--- src/rtl/mef_nivel_tanque.sv ---
// Level-sensor front end for the irrigation tank.
// Synchronises and debounces the three float switches, validates the thermometer
// pattern, and publishes the 2-bit level code {Nv1,Nv0} with valid, update-pulse
// and fault flags for the downstream fertiliser/cleaning FSM.
module mef_nivel_tanque #(
  parameter int DEB_CYCLES   = 4,
  parameter int FAULT_CYCLES = 8
) (
  input  logic clk,
  input  logic reset,
  input  logic S0,
  input  logic S1,
  input  logic S2,
  output logic Nv1,
  output logic Nv0,
  output logic Valido,
  output logic Nv_upd,
  output logic Falha
);

  localparam int CW = (DEB_CYCLES > 1) ? $clog2(DEB_CYCLES) : 1;
  localparam int FW = $clog2(FAULT_CYCLES + 1);

  typedef enum logic [1:0] {
    NORMAL  = 2'b00,
    SUSPECT = 2'b01,
    FAULT   = 2'b10
  } state_t;

  logic [2:0]    s_meta;
  logic [2:0]    s_sync;
  logic [2:0]    deb;
  logic [CW-1:0] cnt [3];

  state_t        state;
  logic [FW-1:0] fcnt;
  logic [1:0]    nv_q;
  logic [1:0]    nv_last;
  logic          valido_q;
  logic          falha_q;
  logic          upd_q;

  logic          legal;
  logic [1:0]    code;

  // Two-flop synchroniser for the asynchronous float switches.
  always_ff @(posedge clk) begin
    // NOTE: state is updated with <= so every flop samples pre-edge values.
    if (reset) begin
      s_meta <= '0;
      s_sync <= '0;
    end else begin
      s_meta <= {S2, S1, S0};
      s_sync <= s_meta;
    end
  end

  // Per-bit debounce: a bit is accepted only after it differs from the
  // debounced value for DEB_CYCLES consecutive synchronised cycles.
  always_ff @(posedge clk) begin
    if (reset) begin
      deb <= '0;
      // NOTE: this counter array is three small registers, not a RAM, so it is
      // cleared like any other flop; a real memory would be left unreset.
      for (int i = 0; i < 3; i++) cnt[i] <= '0;
    end else begin
      for (int i = 0; i < 3; i++) begin
        if (s_sync[i] == deb[i]) begin
          cnt[i] <= '0;
        end else if (cnt[i] == CW'(DEB_CYCLES - 1)) begin
          deb[i] <= s_sync[i];
          cnt[i] <= '0;
        end else begin
          cnt[i] <= cnt[i] + CW'(1);
        end
      end
    end
  end

  // Thermometer decode of the debounced pattern into the level code.
  always_comb begin
    // NOTE: defaults first so no path through the case leaves a latch.
    legal = 1'b1;
    code  = 2'b00;
    unique case (deb)
      3'b000:  code = 2'b00;
      3'b001:  code = 2'b01;
      3'b011:  code = 2'b10;
      3'b111:  code = 2'b11;
      default: legal = 1'b0;
    endcase
  end

  // Validation FSM with registered outputs; the code only ever takes legal values.
  always_ff @(posedge clk) begin
    if (reset) begin
      state    <= NORMAL;
      fcnt     <= '0;
      nv_q     <= 2'b00;
      nv_last  <= 2'b00;
      valido_q <= 1'b0;
      falha_q  <= 1'b0;
      upd_q    <= 1'b0;
    end else begin
      nv_last <= nv_q;
      upd_q   <= (nv_q != nv_last);
      case (state)
        NORMAL: begin
          if (legal) begin
            nv_q     <= code;
            valido_q <= 1'b1;
            fcnt     <= '0;
          end else begin
            state <= SUSPECT;
            fcnt  <= FW'(1);
          end
        end
        SUSPECT: begin
          if (legal) begin
            state    <= NORMAL;
            nv_q     <= code;
            valido_q <= 1'b1;
            fcnt     <= '0;
          end else if (fcnt >= FW'(FAULT_CYCLES - 1)) begin
            state    <= FAULT;
            falha_q  <= 1'b1;
            valido_q <= 1'b0;
            fcnt     <= '0;
          end else if (fcnt != '1) begin
            fcnt <= fcnt + FW'(1);
          end
        end
        FAULT: begin
          valido_q <= 1'b0;
          falha_q  <= 1'b1;
          if (!legal) begin
            fcnt <= '0;
          end else if (fcnt >= FW'(FAULT_CYCLES - 1)) begin
            state    <= NORMAL;
            falha_q  <= 1'b0;
            valido_q <= 1'b1;
            nv_q     <= code;
            fcnt     <= '0;
          end else if (fcnt != '1) begin
            fcnt <= fcnt + FW'(1);
          end
        end
        default: begin
          state <= NORMAL;
          fcnt  <= '0;
        end
      endcase
    end
  end

  assign Nv1    = nv_q[1];
  assign Nv0    = nv_q[0];
  assign Valido = valido_q;
  assign Nv_upd = upd_q;
  assign Falha  = falha_q;

endmodule
--- config.mk ---
export PLATFORM = sky130hd
export DESIGN_NAME = mef_nivel_tanque
export DESIGN_NICKNAME = d
export VERILOG_FILES = /design/src/rtl/mef_nivel_tanque.sv
export SDC_FILE = /design/constraint.sdc
export NUM_CORES = 1
export LEC_CHECK = 0
export ABC_AREA = 1
export CORE_MARGIN = 3
export CORE_UTILIZATION = 40
export CTS_CLUSTER_SIZE = 25
export DETAILED_ROUTE_END_ITERATION = 6
export PLACE_DENSITY = 0.72
export SETUP_SLACK_MARGIN = 0.4
export SYNTH_ARGS = -nofsm -noshare
export SYNTH_HDL_FRONTEND = slang
export SYNTH_SLANG_ARGS = --single-unit
--- constraint.sdc ---
create_clock -name clk -period 1.15 [get_ports clk]
set_input_delay 0.345 -clock clk [delete_from_list [all_inputs] [get_ports clk]]
set_output_delay 0.345 -clock clk [all_outputs]
set_load 0.01 [all_outputs]
==> out/results.tsv, run 1 <==
metric	value	unit
run_status	finished with violations	
violations	negative setup slack	
yosys.area_share.simple	0.208	
coreArea	0.00288	mm²
start_util	0.437	
synth_fa_ha_area_frac	0.0797	
placed_cell_area	0.00155	mm²
fin_tns_setup	-0.216	ns
synth_area_leaders	dfxtp_1 35%, edfxtp_1 14%, nor2_1 8.1%, ha_1 8.0%, inv_1 7.5%	
design_area	0.00187	mm²
vias	1046	
dr.pass1.iters	4	
synthFlopType	dfxtp_1	
synth.avg_cell_area	8.55	µm²
gr-total-overflow	0	
die_h	62.0	µm
drive_gt1_frac	0.460	
route.detailed.drc	0	
synthArstFlopShare	0	
ys_seq_area_frac	0.494	
yosys-mux-area-fraction	0	
antenna_left	0	
cap_violations	0	
postCtsHoldBufs	0	
htree_levels	1	
cts_tree	built	
drt-initial-drc-count	45	
yosysWarnings	0	
fin_nets	201	
yosysMostFrequentCell	nor2_1	
clkLatencyLatePin	0.34	ns
fin_ws	-0.0550	ns
rsz0062_at_grt	true	
min_period_over_period	1.05	
r2r_setup_slack	-0.05	ns
port_buffers	9	
antenna_cells	0	
period_needed	1.20	ns
p_per_area	1090	mW/mm²
synth_edf_count	6	
synthTopCellsByCount	27 x nor2_1, 25 x inv_1, 22 x dfxtp_1	
vdd_drop_max	0.000520	V
hp-class	flop to flop	
place_congestion	0.848	
synth_top_area_share	0.351	
syn-cell-area	0.00126	mm²
worstHoldEndpoint	s_sync[1]$_SDFF_PP0_	
grt_pass1_vias	999	
end_kind	flop	
crit_start	deb[1]$_SDFFE_PP0N_	
ys_types	29	
setup_violations	12	
crit-reg2reg-capture	Falha$_SDFFE_PP0P_	
critical-path-slowest-cell	dfxtp_4	
die_w	62.0	µm
cp_max_fo	4	
fin_util	0.652	
r2r.worst_path.cells	4	
viasPerCell	4.57	
synth_compound_area_frac	0.106	
worstHoldStart	s_meta[1]$_SDFF_PP0_	
synthXorXnorAreaFrac	0.0279	
postSynthCellCount	147	
synth_top_family_by_area	simple AND/OR/NAND/NOR gates	
grt_pass1_wl	4240	µm
clkTransAtPathRegs	0.16	ns
cp.required	1.39	ns
start_kind	flop	
wl	2600	µm
cp.arrival	1.44	ns
synth_top_area_cell	dfxtp_1	
grt_usage	0.150	
hold-path-cell-count	2	
p_leak	0.825	nW
area.growth.synth_to_final	49.2	%
numCtsBuffers	3	
finalPower	2.04	mW
rows	19	
crit_type	flop to flop	
rr_startpoint	deb[1]$_SDFFE_PP0N_	
cp_num_buf_inv	0	
clock.fmax	830	MHz
wl_per_cell	11.4	µm
slew_violations	0	
dpl.hpwl	1590	µm
dp_slack	-0.237	ns
crit_family	compound AO/OA/AOI/OAI gates	
antenna_found_initial	0	
crit_chain	o21ai_2 > nand2_4 > o31ai_1 > nor2_1	
final_hold_viol_count	0	
fin_skew	0.00396	ns
dieArea	0.00385	mm²
io_pins	10	
cpPeakStageDelay	0.40	ns
cts_num_sinks	28	
grt_max_degree	17	
ys_ff_latch	28	
cts_root_buffer	clkbuf_4	
clk_path_buf_depth	2	
kinds of logic (layout without fill, tap and decap cells):
family                     count (synthesis)  count (layout)
AOI/OAI and AO/OA                         22              22
DFF                                       28              28
and+or+nand+nor                           57              57
adders and majority gates                  8               8
buffers and inverters                     27              62
xor gates and xnor gates                   4               4
other                                      1               6
flip-flops by register name (all words and copies together) (netlist names):
name / count
s_meta: 3
fcnt: 4
Valido: 1
s_sync: 3
nv_q: 2
deb: 3
Falha: 1
cnt: 6
Nv_upd: 1
state: 2
nv_last: 2
through the flow:
step	hold slack, ns	instances
finish	0.417	229
floorplan	0.388	152
global route	0.443	229
global placement	0.395	212
CTS	0.424	225
detailed placement	0.398	212
per-layer routing:
layer / vias to the layer above / wire [µm] / global-route usage
li1: 536 / - / -
met1: 489 / 1160 / 0.181
met2: 17 / 1330 / 0.260
met3: 4 / 86 / 0.0269
met4: 0 / 25 / 0.0636
met5: - / 0 / 0
where the power goes:
group | total (mW) | switching, mW | internal [mW]
clock network | 0.660 | 0.307 | 0.353
logic | 0.300 | 0.145 | 0.155
registers | 1.08 | 0.0330 | 1.05
how the worst max path moves through the flow:
stage	slack [ns]	cells past startpoint	endpoint
floorplan	0.05	6	Valido$_SDFFE_PP0P_
global placement	-0.20	4	cnt[2][0]$_SDFFCE_PN0P_
detailed placement	-0.24	5	fcnt[3]$_SDFF_PP0_
CTS	-0.02	6	state[0]$_SDFFE_PP0P_
global route	-0.12	5	state[0]$_SDFFE_PP0P_
finish	-0.05	4	Falha$_SDFFE_PP0P_
worst min-delay path, cell delays in order (launching register included):
cell	delay, ns
dfxtp_1	0.33
inv_1	0.04
nor2_1	0.03
cell type report:
class,count,area (µm²)
Fill cell,225,1000
Multi-Input combinational cell,97,741
Sequential cell,28,639
Timing Repair Buffer,33,290
Inverter,25,98.8
Tap cell,42,52.6
Clock inverter,1,30.0
Clock buffer,3,22.5
cells in the final DEF, fill, tap and decap left out, drive strengths merged, types with 3 or more instances in the layout:
| master | synthesis | final |
|---|---|---|
| nor2 | 29 | 29 |
| buf | 1 | 29 |
| inv | 25 | 25 |
| dfxtp | 22 | 22 |
| nand2 | 19 | 19 |
| a21oi | 9 | 9 |
| o21ai | 8 | 8 |
| ha | 8 | 8 |
| edfxtp | 6 | 6 |
| conb | 1 | 6 |
| nand3 | 6 | 6 |
| clkbuf | 1 | 3 |
| clkdlybuf4s50 | 0 | 3 |
what timing repair did:
item / CTS / global route
pin swaps: 12 / 12
resized for setup: 57 / 10
endpoints found under the setup margin: 33 / 25
buffers inserted: 9 / 4
No activity file was read; power rests on OpenSTA's default activity.
==> inputs of run 2 (changes only) <==
--- a/config.mk
+++ b/config.mk
@@ -10,8 +10,9 @@
 export CORE_UTILIZATION = 40
 export CTS_CLUSTER_SIZE = 25
 export DETAILED_ROUTE_END_ITERATION = 6
-export PLACE_DENSITY = 0.72
+export PLACE_DENSITY = 0.69
 export SETUP_SLACK_MARGIN = 0.4
+export SLEW_MARGIN = 25
 export SYNTH_ARGS = -nofsm -noshare
 export SYNTH_HDL_FRONTEND = slang
 export SYNTH_SLANG_ARGS = --single-unit
==> run 2 against run 1 <==
Effect of this change: sequential power barely moved; flip-flop and latch count did not move; final cell count unchanged; die area did not move; largest cell class unchanged; worst hold slack worse by 0.0055 ns; the flow still finishes with violations (negative setup slack).
==> out/results.tsv, run 2 (synthesized netlist as in run 1, its figures left out) <==
metric	value	unit	change
start_kind	flop		unchanged
cp.required	1.40	ns	was 1.39 ns
final_cells	229		unchanged
drt-initial-drc-count	20		was 45
grt_usage	0.140		was 0.150
design_area	0.00184	mm²	was 0.00187 mm²
crit_family	flip-flops		was compound AO/OA/AOI/OAI gates
wl	2490	µm	was 2600 µm
rsz0062_at_grt	true		unchanged
p_per_area	1100	mW/mm²	was 1090 mW/mm²
wl_per_cell	10.9	µm	was 11.4 µm
grt_pass1_vias	931		was 999
antenna_left	0		unchanged
slew_violations	0		unchanged
coreArea	0.00288	mm²	unchanged
port_buffers	9		unchanged
cts_root_buffer	clkbuf_4		unchanged
hp-class	flop to flop		unchanged
cp.arrival	1.48	ns	was 1.44 ns
end_kind	flop		unchanged
dp_cells	210		was 212
viasPerCell	4.48		was 4.57
cap_violations	0		unchanged
antenna_found_initial	0		unchanged
cp_max_fo	4		unchanged
cts_tree	built		unchanged
clk_path_buf_depth	2		unchanged
min_period_over_period	1.07		was 1.05
grt_pass1_wl	3910	µm	was 4240 µm
cpPeakStageDelay	0.40	ns	about the same
cts_num_sinks	28		unchanged
final_common_cell	nor2_1		unchanged
io_pins	10		unchanged
clkTransAtPathRegs	0.15	ns	was 0.16 ns
final_cell_mix	26 x nor2_1, 19 x inv_1, 19 x buf_4		was 26 x nor2_1, 20 x buf_4, 18 x inv_1
start_util	0.437		unchanged
crit_start	state[0]$_SDFFE_PP0P_		was deb[1]$_SDFFE_PP0N_
largest-register	cnt		unchanged
violations	negative setup slack		unchanged
largest_reg_flops	6		unchanged
dpl.hpwl	1580	µm	was 1590 µm
crit_chain	inv_1 > ha_1 > a21boi_2 > o21ai_1 > nor2_1 > nor2_1		was o21ai_2 > nand2_4 > o31ai_1 > nor2_1
die_w	62.0	µm	unchanged
crit_type	flop to flop		unchanged
clock.fmax	814	MHz	was 830 MHz
placed_cell_area	0.00153	mm²	was 0.00155 mm²
vias	1027		was 1046
worstHoldStart	s_meta[1]$_SDFF_PP0_		unchanged
cpMostUsedCell	nor2_1		
fin_nets	201		unchanged
finalPower	2.02	mW	was 2.04 mW
fill_cells	227		was 225
grt_max_degree	17		unchanged
drive_gt1_frac	0.444		was 0.460
clkLatencyLatePin	0.34	ns	about the same
run_status	finished with violations		unchanged
numCtsBuffers	3		unchanged
dieArea	0.00385	mm²	unchanged
setup_violations	7		was 12
fin_ws	-0.0785	ns	was -0.0550 ns
period_needed	1.23	ns	was 1.20 ns
fin_skew	0.00426	ns	was 0.00396 ns
dr.pass1.iters	4		unchanged
die_h	62.0	µm	unchanged
final_hold_viol_count	0		unchanged
vdd_drop_max	0.000713	V	was 0.000520 V
area.growth.synth_to_final	46.5	%	was 49.2%
antenna_cells	0		unchanged
place_congestion	0.820		was 0.848
cp_num_buf_inv	1		was 0
reg_top3	cnt (6), fcnt (4)		unchanged
rows	19		unchanged
p_leak	0.816	nW	was 0.825 nW
rr_startpoint	state[0]$_SDFFE_PP0P_		was deb[1]$_SDFFE_PP0N_
route.detailed.drc	0		unchanged
gr-total-overflow	0		unchanged
critical-path-slowest-cell	dfxtp_2		was dfxtp_4
htree_levels	1		unchanged
==> run 2: cell counts in the layout (fill, tap and decap cells not counted) <==
No cell type changed its count.
==> run 2: report_power, final <==
part | switching, mW | total, mW | internal [mW]
clock network | 0.299 | 0.652 | 0.353
logic | 0.140 | 0.289 | 0.149
registers | 0.0327 | 1.08 | 1.05
==> run 2: cell type report <==
class,instances,area (µm²),area share
Sequential cell,28,639,0.347
Multi-Input combinational cell,97,709,0.385
Clock buffer,3,22.5,0.0122
Inverter,25,98.8,0.0537
Clock inverter,1,30.0,0.0163
Timing Repair Buffer,33,288,0.156
Tap cell,42,52.6,0.0286
==> run 2: repair_timing <==
item,in CTS,in global routing
endpoints found under the setup margin,33,26
hold buffers,0,0
buffers inserted,12,3
pin swaps,13,7
resized for setup,47,14
==> run 2: path summary, 6_finish.rpt <==
check                                       endpoint  slack (ns)  depth (start not counted)
worst min-delay path            s_sync[1]$_SDFF_PP0_        0.41                          2
worst min register to register  s_sync[1]$_SDFF_PP0_        0.41                          2
worst max register to register   Valido$_SDFFE_PP0P_       -0.08                          6
worst max-delay path             Valido$_SDFFE_PP0P_       -0.08                          6
==> run 2: metrics by stage <==
stage | TNS, ns | setup slack, ns | hold WS, ns | utilization
CTS | -0.175 | -0.0337 | 0.412 | 0.607
detailed placement | -3.74 | -0.234 | 0.392 | 0.533
finish | -0.231 | -0.0785 | 0.411 | 0.640
global placement | -3.22 | -0.199 | 0.399 | 0.533
floorplan | 0 | 0.0544 | 0.388 | -
global route | -1.31 | -0.153 | 0.419 | 0.640
==> run 2: worst register-to-register path, stage by stage, from the launching register on <==
cell      delay (ns)
dfxtp_2         0.40
inv_1           0.09
ha_1            0.28
a21boi_2        0.16
o21ai_1         0.08
nor2_1          0.09
nor2_1          0.04
==> run 2: per-layer routing <==
layer / global-route usage / vias to the layer above / part of all wire
li1: - / 541 / -
met5: 0 / - / 0
met1: 0.175 / 465 / 0.47
met4: 0.0636 / 0 / 0.019
met2: 0.225 / 16 / 0.48
met3: 0.0372 / 5 / 0.030
==> inputs of run 3 (changes only) <==
--- a/config.mk
+++ b/config.mk
@@ -12,6 +12,8 @@
 export DETAILED_ROUTE_END_ITERATION = 6
 export PLACE_DENSITY = 0.69
 export SETUP_SLACK_MARGIN = 0.4
+export SKIP_CTS_REPAIR_TIMING = 1
+export SKIP_LAST_GASP = 1
 export SLEW_MARGIN = 25
 export SYNTH_ARGS = -nofsm -noshare
 export SYNTH_HDL_FRONTEND = slang
==> run 3 against run 2 <==
Effect of this change: critical path type unchanged; sequential share of layout area up 1.8 points; worst hold slack got worse by 0.057 ns; global-route usage decreased by 0.95 points; the flow still finishes with violations (negative setup slack); largest power group unchanged.
==> out/results.tsv, run 3 (synthesized netlist as in run 1, its figures left out) <==
metric	value	unit	change
cts_tree	built		unchanged
wl_per_cell	11.4	µm	was 10.9 µm
dp_cells	210		unchanged
worstHoldStart	reset		was s_meta[1]$_SDFF_PP0_
reg_top3	cnt (6), fcnt (4)		unchanged
cp_max_fo	6		was 4
vias	997		was 1027
final_cells	222		was 229
antenna_found_initial	0		unchanged
setup_violations	14		was 7
r2r.worst_path.cells	7		was 6
antenna_cells	0		unchanged
route.detailed.drc	0		unchanged
crit_chain	nand2_4 > o21ai_2 > o21ai_1 > inv_1 > nand3_1 > nand2_1 > nor2_1		was inv_1 > ha_1 > a21boi_2 > o21ai_1 > nor2_1 > nor2_1
fin_ws	-0.0770	ns	was -0.0785 ns
grt_max_degree	17		unchanged
clkLatencyLatePin	0.35	ns	was 0.34 ns
drt-initial-drc-count	37		was 20
dieArea	0.00385	mm²	unchanged
r2r_setup_slack	-0.08	ns	about the same
fin_tns_setup	-0.513	ns	was -0.231 ns
dp_slack	-0.234	ns	unchanged
grt_usage	0.131		was 0.140
min_period_over_period	1.07		about the same
gr-total-overflow	0		unchanged
port_buffers	9		unchanged
numCtsBuffers	3		unchanged
place_congestion	0.820		unchanged
largest_reg_flops	6		unchanged
violations	negative setup slack		unchanged
clock.fmax	815	MHz	was 814 MHz
clk_path_buf_depth	2		unchanged
antenna_left	0		unchanged
cap_violations	0		unchanged
die_w	62.0	µm	unchanged
cp.required	1.45	ns	was 1.40 ns
critical-path-slowest-cell	dfxtp_4		was dfxtp_2
largest-register	cnt		unchanged
coreArea	0.00288	mm²	unchanged
grt_pass1_wl	3640	µm	was 3910 µm
wl	2530	µm	was 2490 µm
hold-path-cell-count	4		was 2
cts_num_sinks	28		unchanged
rsz0062_at_grt	true		unchanged
final_cell_mix	25 x nor2_1, 19 x inv_1, 15 x buf_4		was 26 x nor2_1, 19 x inv_1, 19 x buf_4
crit-reg2reg-capture	nv_q[1]$_SDFFE_PP0P_		was Valido$_SDFFE_PP0P_
io_pins	10		unchanged
area.growth.synth_to_final	39.9	%	was 46.5%
clkTransAtPathRegs	0.15	ns	about the same
period_needed	1.23	ns	about the same
vdd_drop_max	0.000699	V	was 0.000713 V
start_util	0.437		unchanged
fin_nets	194		was 201
fin_util	0.611		was 0.640
final_hold_viol_count	0		unchanged
start_kind	flop		unchanged
dpl.hpwl	1580	µm	unchanged
whs	0.354	ns	was 0.411 ns
end_kind	flop		unchanged
rr_startpoint	deb[1]$_SDFFE_PP0N_		was state[0]$_SDFFE_PP0P_
slew_violations	0		unchanged
drive_gt1_frac	0.422		was 0.444
p_per_area	1140	mW/mm²	was 1100 mW/mm²
cts_root_buffer	clkbuf_4		unchanged
p_leak	0.783	nW	was 0.816 nW
worstHoldEndpoint	deb[1]$_SDFFE_PP0N_		was s_sync[1]$_SDFF_PP0_
crit_type	flop to flop		unchanged
run_status	finished with violations		unchanged
cp.arrival	1.52	ns	was 1.48 ns
cpPeakStageDelay	0.41	ns	was 0.40 ns
rows	19		unchanged
die_h	62.0	µm	unchanged
dr.pass1.iters	4		unchanged
grt_pass1_vias	868		was 931
fin_skew	0.00467	ns	was 0.00426 ns
hp-class	input pin to flop		was flop to flop
viasPerCell	4.49		was 4.48
htree_levels	1		unchanged
final_common_cell	nor2_1		unchanged
[run 3: cell count changes in the layout (fill, tap and decap cells not counted), moves of 2 or more]
cell	previous run	this run
ha_4	4	2
buf_4	19	15
xnor2_2	0	2
buf_6	9	5
ha_2	2	4
dlymetal6s2s_1	0	2
[run 3: worst max path at each step]
stage | startpoint | endpoint | slack (ns) | depth (start not counted)
after floorplan | state[1]$_SDFFE_PP0P_ | Valido$_SDFFE_PP0P_ | 0.05 | 6
after global placement | reset | cnt[2][1]$_SDFFCE_PN0P_ | -0.20 | 4
after detailed placement | reset | cnt[2][1]$_SDFFCE_PN0P_ | -0.23 | 4
after CTS | nv_q[0]$_SDFFE_PP0P_ | Nv0 | -0.46 | 1
after global routing | deb[1]$_SDFFE_PP0N_ | nv_q[1]$_SDFFE_PP0P_ | -0.16 | 7
final | deb[1]$_SDFFE_PP0N_ | nv_q[1]$_SDFFE_PP0P_ | -0.08 | 7
[run 3: area by class of cell]
type | instances | area (µm²)
fillers | 236 | 1120
multi-input cells | 97 | 686
flip-flops and latches | 28 | 642
repair buffers | 26 | 229
inverters | 25 | 96.3
well taps | 42 | 52.6
clock inverters | 1 | 30.0
clock buffers | 3 | 22.5
[run 3: routing by layer]
metal | wire, µm | part of all wire | vias to the layer above | global-route usage
li1 | - | - | 528 | -
met1 | 1130 | 0.45 | 450 | 0.170
met2 | 1260 | 0.50 | 11 | 0.197
met3 | 70 | 0.028 | 8 | 0.0372
met4 | 72 | 0.028 | 0 | 0.0636
met5 | 0 | 0 | - | 0
[run 3: per-stage QoR]
step / cell area (µm²) / total power [mW]
CTS: 1590 / 1.96
global placement: 1530 / 1.30
finish: 1760 / 2.01
global route: 1760 / 2.09
floorplan: 1340 / 1.23
detailed placement: 1530 / 1.31
[run 3: critical path: cells and delay by family (launching register included)]
family / cells / cell delay, ns
buf+inv: 1 / 0.10
flops: 1 / 0.41
compound gates: 2 / 0.38
simple gates: 4 / 0.29
[run 3: power by group]
group | internal, mW | switching (mW)
logic | 0.130 | 0.136
clock network | 0.354 | 0.308
registers | 1.05 | 0.0331
total | 1.53 | 0.478
==> RTL edit 1, RTL diff (settings of run 1) <==
The 3 states of `state_t` get a one-hot encoding in 3 bits.
--- a/src/rtl/mef_nivel_tanque.sv
+++ b/src/rtl/mef_nivel_tanque.sv
@@ -22,8 +22,8 @@
   localparam int FW = $clog2(FAULT_CYCLES + 1);
 
-  typedef enum logic [1:0] {
-    NORMAL  = 2'b00,
-    SUSPECT = 2'b01,
-    FAULT   = 2'b10
+  typedef enum logic [2:0] {
+    NORMAL  = 3'b001,
+    SUSPECT = 3'b010,
+    FAULT   = 3'b100
   } state_t;
 
Behaviour: same outputs for any inputs over 10 cycles, from zero or initial values and one cycle with reset high; not proved beyond that.
==> RTL edit 1 against run 1 <==
Total power is essentially flat. Worst setup slack gained 0.060 ns. Synthesized area grew 0.30%. Global-route usage shrank 0.74 points. Wire length shrank 0.27%. Cell area is the same. Sequential cell count grew 1. Via count grew 2.2%. Clock skew grew 0.0049 ns. Largest cell class unchanged. Largest power group unchanged.
==> RTL edit 1: results (changes against run 1) <==
metric;value;unit;change
vias;1069;;+2.2%
Setup Skew;0.00883;ns;+0.00487 ns
post-synthesis cell count;148;;+0.68%
Pleak;0.000838;µW;+1.6%
dpl cells;208;;-1.9%
Hold WC Path Type;in2reg;;
DR iter-0 viols;11;;-76%
final period utilization;99.5;%;-5.2 points
drt wl/cell;11.0;µm;-2.8%
Post-DP Area;1520;µm²;-1.8%
Crit path arrival time;1.41;ns;-0.03 ns
VDD IR max;0.786;mV;+51%
first-pass GRT wire length;4.31;mm;+1.6%
share of cells above drive strength 1;53.9;%;+7.9 points
TritonCTS Buffers;5;;+2
status;complete, no violations;;
sequential fraction of the synthesis area;50.8;%;+1.4 points
GP Congestion;0.812;;-4.3%
Vias/cell;4.55;;-0.41%
largest net degree at the start of global routing;10;;-7
most common library cells after synthesis;nor2_1, dfxtp_1, inv_1, nand2_1, a21oi_1;;
Synth cell types;27;;-6.9%
DP HPWL;1.65;mm;+3.6%
CTS H-tree lvls;2;;+1
Area contributors post-synth;dfxtp_1, edfxtp_1, nor2_1;;
## RTL edit 1: cell count changes after synthesis, moves of 2 or more
cell and change:
inv_1 -5, nand2_1 +2, inv_2 +5, nor3_2 +2, ha_1 -4, nand2_2 +4
## RTL edit 1: cells by family (layout without fill, tap and decap cells)
| group | after synthesis | count (layout) | synth area share, % |
|---|---|---|---|
| adders and majority gates | 4 | 4 | 3.97 |
| and+or+nand+nor | 67 | 67 | 26.6 |
| buffers and inverters | 27 | 67 | 8.14 |
| DFF | 29 | 29 | 50.8 |
| AOI/OAI and AO/OA | 17 | 17 | 8.04 |
| other | 1 | 6 | 0.298 |
| xor gates and xnor gates | 3 | 3 | 2.09 |
## RTL edit 1: what timing repair did
item,in CTS,in global routing
gates resized for setup,56,20
buffers inserted,13,6
pin swaps,25,15
setup endpoints to repair,34,27
## RTL edit 1: final timing paths
kind	from	to	slack, ns	depth (start not counted)
min reg2reg	s_meta[0]$_SDFF_PP0_	s_sync[0]$_SDFF_PP0_	0.40	2
max reg2reg	fcnt[1]$_SDFF_PP0_	nv_q[1]$_SDFFE_PP0P_	0.005	9
min	reset	nv_last[1]$_SDFF_PP0_	0.40	3
max	fcnt[1]$_SDFF_PP0_	nv_q[1]$_SDFFE_PP0P_	0.005	9
## RTL edit 1: cell type report
cell class	instances	area (µm²)	share of cell area [%]
multi-input cells	97	708	37.8
flip-flops and latches	29	659	35.2
repair buffers	34	304	16.2
inverters	25	101	5.41
well taps	42	52.6	2.80
clock buffers	7	45.0	2.40
clock inverters	1	3.75	0.200
## RTL edit 1: per-layer routing
layer | global-route usage [%] | vias up | share of wire, %
li1 | - | 549 | -
met2 | 24.5 | 18 | 53
met1 | 14.5 | 495 | 39
met3 | 6.31 | 7 | 5.4
met5 | 0 | - | 0
met4 | 8.01 | 0 | 1.8
## RTL edit 1: stage by stage
stage	TNS (ns)	util [%]	hold slack, ns	setup WS [ns]
4_1_cts	0	61.5	0.392	0.00365
6_report	0	65.2	0.395	0.00535
3_5_place_dp	-4.53	52.9	0.401	-0.328
5_1_grt	-0.429	65.2	0.398	-0.0655
3_3_place_gp	-4.14	52.9	0.391	-0.287
2_1_floorplan	0	-	0.388	0.109
## RTL edit 1: critical path, cell delays in order (launching register included)
cell     delay [ns]
dfxtp_2        0.36
ha_4           0.15
nand2_4        0.05
nand2_4        0.09
nand2_4        0.07
nand2_4        0.07
nand3_4        0.08
nand2_2        0.08
nand2_2        0.04
nor2_1         0.09
## RTL edit 1: report_power, final
part / total, µW / internal [µW] / switching, µW
clock: 572 / 234 / 338
sequential: 1130 / 1090 / 37.1
combinational: 340 / 178 / 163
==> RTL edit 2, RTL diff (settings of run 1) <==
Made on the original files. The parameter `FAULT_CYCLES` goes from 8 to 4.
--- a/src/rtl/mef_nivel_tanque.sv
+++ b/src/rtl/mef_nivel_tanque.sv
@@ -5,5 +5,5 @@
 module mef_nivel_tanque #(
   parameter int DEB_CYCLES   = 4,
-  parameter int FAULT_CYCLES = 8
+  parameter int FAULT_CYCLES = 4
 ) (
   input  logic clk,
Function: no difference found for any inputs over 10 cycles, from zero or initial values and one cycle with reset high; that may be too few to reach the edited logic, so the function may still have changed.
==> RTL edit 2 against run 1 <==
Maximum frequency is 0.17% higher. Critical path depth is 4 higher. Via count is 9.6% higher. Die area hardly changed. Critical path type unchanged. Global-route usage is 1.9 points higher. The flow still finishes with violations (setup timing). Sequential cell count is 1 lower. Cell area is 6.8% higher. Worst setup slack better by 0.0020 ns. Wire length is 18% higher. Synthesized area hardly changed.
Power is not compared: it rests on default switching activity, and its combinational part moved more than twofold at a synthesized area within 25%.
==> RTL edit 2: results (changes against run 1) <==
metric;value;unit;change
status;finished with violations;;
failing checks;setup timing;;
DR iter-0 viols;41;;-8.9%
Async SR Flop Fraction;0;%;unchanged
PortBufs;9;;unchanged
most common library cells after synthesis;inv_1, nor2_1, dfxtp_1, nand2_1, a21oi_1;;
clock-pin slew on the worst setup and hold paths;0.15;ns;
M2 GR Usage;30.0;%;+4.0 points
Pleak;0.000899;µW;
final setup violation count;10;;-2
DP HPWL;1.73;mm;+8.7%
share of cells above drive strength 1;49.5;%;+3.5 points
clk buf depth;2;;unchanged
Nets;224;;+11%
initial antenna violation count;0;;unchanged
TritonCTS Buffers;3;;unchanged
CTS H-tree lvls;1;;unchanged
Hold WC Path Type;reg2reg;;
crit-path max FO;3;;-1
number of enable flip-flop cells after synthesis;6;;unchanged
sequential fraction of the synthesis area;47.8;%;-1.6 points
final critical-path setup slack;-0.0530;ns;+0.00201 ns
met3 Use GR;3.10;%;+0.41 points
Ys Warns;0;;unchanged
Vias/cell;4.55;;-0.44%
Area contributors post-synth;dfxtp_1, edfxtp_1, inv_1;;
Biggest register;cnt;;
Setup Skew;0.00783;ns;+0.00387 ns
max FFs per register;6;;unchanged
drt first pass iters;4;;unchanged
clk_lat worst skew;0.34;ns;about the same
GP Congestion;0.778;;-8.3%
final setup TNS;-0.360;ns;-0.144 ns
largest net degree at the start of global routing;17;;unchanged
n_diodes;0;;unchanged
M1 GR Usage;19.7;%;+1.6 points
VDD IR max;0.978;mV;
Most used DFF post-synth;dfxtp_1;;
Total GRT Usage;17.0;%;+1.9 points
clk root buf;clkbuf_4;;
first-pass GRT wire length;4.77;mm;+12%
Crit path arrival time;1.45;ns;
Synth cell types;25;;-14%
overall routed net length;3.08;mm;+18%
[RTL edit 2: critical path: stages (launching register included)]
cell	delay [ns]
dfxtp_4	0.40
buf_4	0.14
ha_1	0.19
inv_1	0.06
nand2_1	0.05
inv_1	0.07
nand2_2	0.05
nor2_1	0.10
nor2_1	0.05
[RTL edit 2: cells by family (layout without fill, tap and decap cells)]
kind of cell / count (synthesis) / in the layout / share of synthesized area, %
AND/OR/NAND/NOR: 67 / 67 / 23.7
flip-flops: 27 / 27 / 47.8
adder cells (fa/ha/maj): 8 / 8 / 7.96
AO/OA/AOI/OAI: 20 / 20 / 8.66
buffers and inverters: 30 / 78 / 9.25
other: 2 / 7 / 0.597
XOR/XNOR: 3 / 3 / 2.09
[RTL edit 2: timing repair]
| action | 4_1_cts | 5_1_grt |
|---|---|---|
| buffers inserted | 14 | 8 |
| setup endpoints to repair | 31 | 23 |
| resized for setup | 53 | 24 |
| cloned | 0 | 0 |
| pin swaps | 11 | 14 |
[RTL edit 2: worst paths after layout]
kind,start,to,cells after the start
max,state[1]$_SDFFE_PP0P_,Valido$_SDFFE_PP0P_,8
min,s_meta[1]$_SDFF_PP0_,s_sync[1]$_SDFF_PP0_,2
max reg2reg,state[1]$_SDFFE_PP0P_,Valido$_SDFFE_PP0P_,8
min reg2reg,s_meta[1]$_SDFF_PP0_,s_sync[1]$_SDFF_PP0_,2
[RTL edit 2: layout make-up]
cell class	instances	area [µm²]
Multi-Input combinational cell	105	786
Sequential cell	27	619
Fill cell	202	875
Clock buffer	3	22.5
Tap cell	42	52.6
Clock inverter	1	7.51
Timing Repair Buffer	46	397
Inverter	28	118
[RTL edit 2: metrics by stage]
stage	instances	setup WS (ns)	instance area [µm²]	util [%]	hold WS (ns)
final	252	-0.0530	2000	69.6	0.424
after global routing	252	-0.156	2000	69.6	0.436
after CTS	244	-0.0436	1840	64.1	0.423
after detailed placement	226	-0.280	1620	56.2	0.403
after global placement	226	-0.250	1620	56.2	0.391
after floorplan	162	0.0242	1380	-	0.388
[RTL edit 2: metal layers]
metal,vias up,wire (µm),part of all wire [%]
met5,-,0,0
met4,0,73,2.4
met3,7,85,2.8
met2,21,1660,54
met1,529,1270,41
li1,589,-,-
[RTL edit 2: power breakdown]
group	internal, µW	switching [µW]
Clock	134	296
Sequential	1120	123
Combinational	754	719
Total	2010	1140
